File: src/rtl/exc_pkg.sv
// Shared definitions for the exception vector unit: cause codes, FSM states,
// default vector base and the request priority encoder.
package exc_pkg;

  localparam logic [1:0] CAUSE_OPCODE = 2'd0;
  localparam logic [1:0] CAUSE_OVF    = 2'd1;
  localparam logic [1:0] CAUSE_DIV0   = 2'd2;

  localparam int unsigned VEC_BASE_DEFAULT = 32'd253;

  typedef enum logic [1:0] {
    ST_IDLE  = 2'd0,
    ST_ISSUE = 2'd1,
    ST_WAIT  = 2'd2,
    ST_DONE  = 2'd3
  } state_t;

  // Opcode beats overflow beats divide-by-zero; losers are simply dropped.
  function automatic logic [1:0] cause_of(input logic [2:0] req);
    logic [1:0] c;
    if (req[0]) begin
      c = CAUSE_OPCODE;
    end else if (req[1]) begin
      c = CAUSE_OVF;
    end else begin
      c = CAUSE_DIV0;
    end
    return c;
  endfunction

endpackage

File: src/rtl/exception_vector_unit.sv
// Exception front-end: saves EPC and cause, fetches the handler byte from the
// vector table and strobes vec_valid so control can load PC from vector_pc.
module exception_vector_unit
  import exc_pkg::*;
#(
  parameter int unsigned VEC_BASE    = VEC_BASE_DEFAULT,
  parameter int unsigned MEM_LATENCY = 32'd1
) (
  input  logic        clk,
  input  logic        reset,
  input  logic [2:0]  exc_req,
  input  logic [31:0] pc_in,
  input  logic [31:0] mem_data_in,
  output logic [31:0] mem_addr,
  output logic        mem_rd,
  output logic [31:0] epc_out,
  output logic [1:0]  cause,
  output logic [31:0] vector_pc,
  output logic        vec_valid,
  output logic        busy
);

  state_t      state_r;
  logic [2:0]  cnt_r;
  logic [31:0] epc_r;
  logic [1:0]  cause_r;
  logic [31:0] vpc_r;
  logic        unused_data_s;

  // Only the low byte of a vector slot carries the handler address.
  assign unused_data_s = ^mem_data_in[31:8];

  // Sequence state, wait counter and the held EPC/cause/vector registers.
  always_ff @(posedge clk or posedge reset) begin
    if (reset) begin
      state_r <= ST_IDLE;
      cnt_r   <= 3'd0;
      epc_r   <= 32'd0;
      cause_r <= 2'd0;
      vpc_r   <= 32'd0;
    end else begin
      case (state_r)
        ST_IDLE: begin
          if (exc_req != 3'b000) begin
            epc_r   <= pc_in - 32'd4;
            cause_r <= cause_of(exc_req);
            cnt_r   <= 3'(MEM_LATENCY - 32'd1);
            state_r <= ST_ISSUE;
          end else begin
            state_r <= ST_IDLE;
          end
        end
        ST_ISSUE: begin
          state_r <= ST_WAIT;
        end
        ST_WAIT: begin
          // Data is only trusted on the last wait edge.
          if (cnt_r == 3'd0) begin
            vpc_r   <= {24'd0, mem_data_in[7:0]};
            state_r <= ST_DONE;
          end else begin
            cnt_r   <= cnt_r - 3'd1;
            state_r <= ST_WAIT;
          end
        end
        ST_DONE: begin
          state_r <= ST_IDLE;
        end
        default: begin
          state_r <= ST_IDLE;
        end
      endcase
    end
  end

  // Output decode from the current state; address is forced to 0 outside reads.
  always_comb begin
    mem_rd    = 1'b0;
    mem_addr  = 32'd0;
    vec_valid = 1'b0;
    busy      = 1'b0;
    case (state_r)
      ST_IDLE: begin
        busy = 1'b0;
      end
      ST_ISSUE, ST_WAIT: begin
        busy     = 1'b1;
        mem_rd   = 1'b1;
        mem_addr = 32'(VEC_BASE) + {30'd0, cause_r};
      end
      ST_DONE: begin
        busy      = 1'b1;
        vec_valid = 1'b1;
      end
      default: begin
        busy = 1'b0;
      end
    endcase
  end

  assign epc_out   = epc_r;
  assign cause     = cause_r;
  assign vector_pc = vpc_r;

endmodule

File: config.mk
export PLATFORM = sky130hd
export DESIGN_NAME = exception_vector_unit
export DESIGN_NICKNAME = d
export VERILOG_FILES = /design/src/rtl/exc_pkg.sv /design/src/rtl/exception_vector_unit.sv
export SDC_FILE = /design/constraint.sdc
export NUM_CORES = 1
export LEC_CHECK = 0
export ABC_AREA = 1
export CAP_MARGIN = 20
export CORE_MARGIN = 3
export CORE_UTILIZATION = 25
export CTS_BUF_LIST = sky130_fd_sc_hd__clkbuf_8 sky130_fd_sc_hd__clkbuf_16
export CTS_CLUSTER_SIZE = 10
export DETAILED_ROUTE_END_ITERATION = 7
export DONT_BUFFER_PORTS = 1
export PLACE_DENSITY = 0.43
export SETUP_SLACK_MARGIN = 0.5
export SLEW_MARGIN = 0
export SYNTH_ARGS = -nofsm -noshare
export SYNTH_HDL_FRONTEND = slang
export SYNTH_SLANG_ARGS = --single-unit
File: constraint.sdc
create_clock -name clk -period 2 [get_ports clk]
set_clock_uncertainty 0.2 [all_clocks]
set_input_delay 0.2 -clock clk [delete_from_list [all_inputs] [get_ports clk]]
set_output_delay 0.2 -clock clk [all_outputs]
set_load 0.1 [all_outputs]
; ---- Yosys cells after proc, flatten, opt, wreduce, memory -nomap -nowiden
; Cells that the tools add are included.
[classes]
muxes = 12
n_eq_ne = 5
n_bitwise = 0
add_sub_neg = 3
order_cmp = 0
mul = 0
n_reduce_logical = 9
div_mod_pow = 0
n_shift = 0
[ops]
columns = operator, count
row1 = "32-bit by 3-bit subtractor with 32-bit output, second input constant", 1
row2 = "8-bit by 2-bit adder with 9-bit output, first input constant", 1
row3 = 9-bit two-way mux, 1
row4 = 2-bit case mux with 4 select lines, 1
row5 = 3-bit two-way mux, 2
row6 = 3-bit case mux with 2 select lines, 1
row7 = "2-bit equality test, second input constant", 2
row8 = 1-bit two-way mux, 4
row9 = 2-bit two-way mux, 2
row10 = "2-bit != test, second input constant", 2
row11 = 2-bit AND reduction, 2
row12 = 3-bit logical NOT, 1
row13 = 3-bit AND reduction, 1
row14 = 3-bit nonzero test, 1
row15 = 3-bit OR reduction, 1
row16 = "3-bit by 1-bit subtractor with 3-bit output, second input constant", 1
row17 = "2-bit by 1-bit equality test with 1-bit output, second input constant", 1
row18 = 2-bit logical NOT, 1
row19 = 1-bit case mux with 2 select lines, 1
row20 = 2-bit nonzero test, 1
row21 = 2-bit OR reduction, 1
[totals]
out_inout_bits = 101
mem_bits_rw = 0
wordCells = 34
latch_bits = 0
input_bits = 69
romBits = 0
mem_count = 0
register_bits = 47

; ---- Longest topological paths before layout
[logic_depth]
word_depth = 3
depth_mapped = 10
ltp_nobuf = 10

; ---- Worst setup path after synthesis
; Ideal clock, no wire load.
[synth_path]
path_type = register -> output
start = register state_r[1]
end = output mem_addr[3]
path_buffers = 1
arrival_ns = 3.368
stages_incl_launch_ff = 6
setup_slack_ns = -1.768
required_time_ns = 1.600
path_cell_list = dfrtp_1 > inv_1 > ha_1 > inv_1 > nor2_1 > buf_4
[synth_between]
elab_chain_cells = 3
[synth_rtl]
columns = element, line_no
row1 = from (decl), exception_vector_unit.sv:23  ; state_t state_r;
row2 = from (signal assigned), exception_vector_unit.sv:36  ; state_r <= ST_IDLE;
row3 = from (signal assigned), exception_vector_unit.sv:48  ; state_r <= ST_ISSUE;
row4 = from (signal assigned), exception_vector_unit.sv:50  ; state_r <= ST_IDLE;
row5 = 2-bit by 1-bit equality test with 1-bit output or 2-bit equality test (tied branches), exception_vector_unit.sv:82  ; case (state_r)
row6 = 2-bit OR reduction *, exception_vector_unit.sv:82
row7 = 9-bit two-way mux *, exception_vector_unit.sv:82
row8 = to (decl), exception_vector_unit.sv:14  ; output logic [31:0] mem_addr,
; Mark *: on every way between the ends. The rest lies on a longest branch, timed or not.

; ---- Final worst setup path
[layout_path]
start = register state_r[1]
end = output mem_addr[7]
; The elaborated chain is that of the path after synthesis.

==> impl_metrics.json <==
{
  "result_of_the_run": "complete, no violations",
  "crit_fanout": 3,
  "netlist-cell-type-count": 28,
  "drt-wirelength-per-cell_um": 14.0,
  "std_cell_rows": 40,
  "share_of_the_yosys_chip_area_belonging_to_registers": 0.374,
  "drt_pre_antenna_iters": 4,
  "boundaryPins": 170,
  "synth-seq-cells": 47,
  "diodes": 0,
  "worstReg2RegStart": "state_r[0]$_DFF_PP0_",
  "dp.final_hpwl_um": 6810,
  "hold_path.class": "input port to register",
  "synth_flop_cell": "dfrtp_1",
  "netlist_area_sq_um": 3150,
  "globalRouteTotalUtil": 0.139,
  "synth.most_common_cell": "nand2_1",
  "list_of_cells_traversed_by_the_critical_path": "inv_2 > ha_4 > inv_4 > nor2_4 > buf_12",
  "cts_root_buffer": "clkbuf_16",
  "path_class": "register to primary output",
  "synthArstFlopShare": 1.00,
  "final_slew_viol_count": 0,
  "synthDominantCellAreaShare": 0.374,
  "tightestPinTransition_ns": 0.639,
  "htree_levels": 2,
  "fmax_ghz": 0.508,
  "synth_area_per_inst_sq_um": 7.30,
  "worst-endpoint-required_ns": 1.60,
  "grt_start_max_net_pins": 48,
  "hold_path.startpoint": "exc_req[0]",
  "num_vias": 2999,
  "numClockSinks": 47,
  "route.final.wire_length_um": 10100,
  "ys_top_cells_by_count": "132 x nand2_1, 52 x buf_4, 50 x nor2_1",
  "critical-path-slowest-cell": "dfrtp_1",
  "grt_pass1_vias": 2974,
  "setup_slack_on_the_worst_flop_to_flop_path_ns": 0.19,
  "clockBufferDepth": 2,
  "drt_iter0_drc": 79,
  "clock_latency_on_the_worst_skew_pair_ns": 0.30,
  "drc": 0,
  "dieWidth_um": 118,
  "type_of_destination_of_the_critical_path": "primary output",
  "chipHeight_um": 118,
  "start_kind": "register",
  "rsz_0062_raised_after_global_routing": "true",
  "synth.area.top_cells": "dfrtp_1 37%, nand2_1 16%, buf_4 12%",
  "fillCellCount": 1262,
  "wl_met3_um": 790,
  "coreArea_sq_um": 12200,
  "cts_inserted_buffers": 5,
  "reg2reg_to": "cnt_r[2]$_DFFE_PP0P_",
  "synthCells": 431,
  "overflow": 0,
  "timing.hold.worst_endpoint": "cause[0]$_DFFE_PP0P_",
  "starting_density_of_the_core": 0.259,
  "antenna_left": 0,
  "holdPathStages": 2,
  "antenna_violations_before_repair": 0,
  "port_buffers": 0,
  "crit_arrival_ns": 1.57,
  "number_of_cells_on_the_worst_reg_to_reg_path": 10,
  "maxUsedRoutingLayer": "met4",
  "yosysWarningCount": 0,
  "overall_die_area_sq_um": 14000,
  "finalWeightedCongestion": 0.799,
  "wl_met1_um": 4330,
  "multiInputGateArea_sq_um": 1890,
  "met2_wirelength_um": 4830,
  "vias_cell": 4.17,
  "critical_path.max_stage_delay_ns": 0.37,
  "slew_headroom": 0.574,
  "sequential_cell_area_sq_um": 1180,
  "synth_edf_count": 0,
  "cap_viol_max_count": 0,
  "number_of_failing_hold_endpoints_at_the_final_stage": 0,
  "synth_area_leader_cell": "dfrtp_1",
  "placement.setup.worst_slack_ns": 0.284,
  "worst_slack_ns": 0.0299,
  "clock_tree_from_tritoncts": "done",
  "setup_viol": 0,
  "cts.reportedPaths.clkPinSlew_ns": 0.07,
  "grt_first_pass_wirelength_um": 15600,
  "period_share": 0.985,
  "final.min_clock_period_ns": 1.97,
  "fin_nets": 628,
  "drive_gt1_frac": 0.333,
  "syn2layout_area_growth_pct": 57.4
}
## cell usage in the layout, fill, tap and decap left out, drive strengths merged
master and instances:
a21oi 4, a31oi 8, buf 80, clkbuf 8, clkinv 1, clkinvlp 5
conb 47, dfrtp 47, dlygate4sd3 41, dlymetal6s4s 2, ha 8, inv 36
nand2 136, nand3 25, nand3b 1, nand4 7, nor2 68, o21ai 15
o21bai 2, o22ai 2, or2 1, xnor2 3, xor2 5
## area by class of cell
cell class	count	area share
Clock buffer	6	0.0280
Clock inverter	2	0.00328
Inverter	40	0.0364
Multi-Input combinational cell	332	0.382
Sequential cell	47	0.239
Tap cell	168	0.0424
Timing Repair Buffer	125	0.269
## critical path, delay by kind of cell (launching register included)
kind / cells / cell delay (ns)
fa+ha+maj: 1 / 0.29
buf+inv: 3 / 0.46
simple gates: 1 / 0.15
flops: 1 / 0.37
## registers in the layout, indices dropped and copies added (netlist names)
signal,flops
epc_out,32
vector_pc,8
cnt_r,3
cause,2
state_r,2
## through the flow
stage	setup TNS (ns)	instances	hold WS [ns]	instance area, sq um	utilization
after floorplan	-1.78	477	0.0233	3450	-
after global placement	0	641	0.107	3650	0.300
after detailed placement	0	641	0.113	3650	0.300
after CTS	0	710	0.00345	4620	0.380
after global routing	-0.127	720	0.0551	4950	0.407
final	0	720	0.0190	4950	0.407
## layer usage
layer,track usage,up-vias
li1,-,1489
met1,0.174,1398
met2,0.234,102
met3,0.0421,10
met4,0.0330,0
met5,0,-
## how the worst max path moves through the flow
| stage | from | to | slack [ns] | depth (start not counted) |
|---|---|---|---|---|
| 3_5_place_dp | state_r[1]$_DFF_PP0_ | mem_addr[7] | 0.28 | 5 |
| 3_3_place_gp | state_r[1]$_DFF_PP0_ | mem_addr[7] | 0.29 | 5 |
| 6_report | state_r[1]$_DFF_PP0_ | mem_addr[7] | 0.03 | 5 |
| 5_1_grt | state_r[1]$_DFF_PP0_ | mem_addr[7] | -0.04 | 5 |
| 4_1_cts | state_r[0]$_DFF_PP0_ | mem_addr[7] | 0.03 | 5 |
| 2_1_floorplan | state_r[1]$_DFF_PP0_ | mem_addr[3] | -0.31 | 5 |
## cell families after synthesis
logic type      synth area share
simple gates               0.334
buf+inv                    0.181
flops                      0.374
compound gates            0.0560
xor+xnor                  0.0223
fa+ha+maj                 0.0318
other cells              0.00119
## timing repair
action                                 CTS  global route
gates cloned                             3             2
gates resized for setup                 46            58
hold buffers                            43             0
pin swaps                                8            19
setup endpoints to repair               53            58
endpoints found under the hold margin   89             0
buffers inserted                        15             8
Power is not shown: default switching activity piles up to over one toggle a cycle in this logic, so the estimate is an artifact.
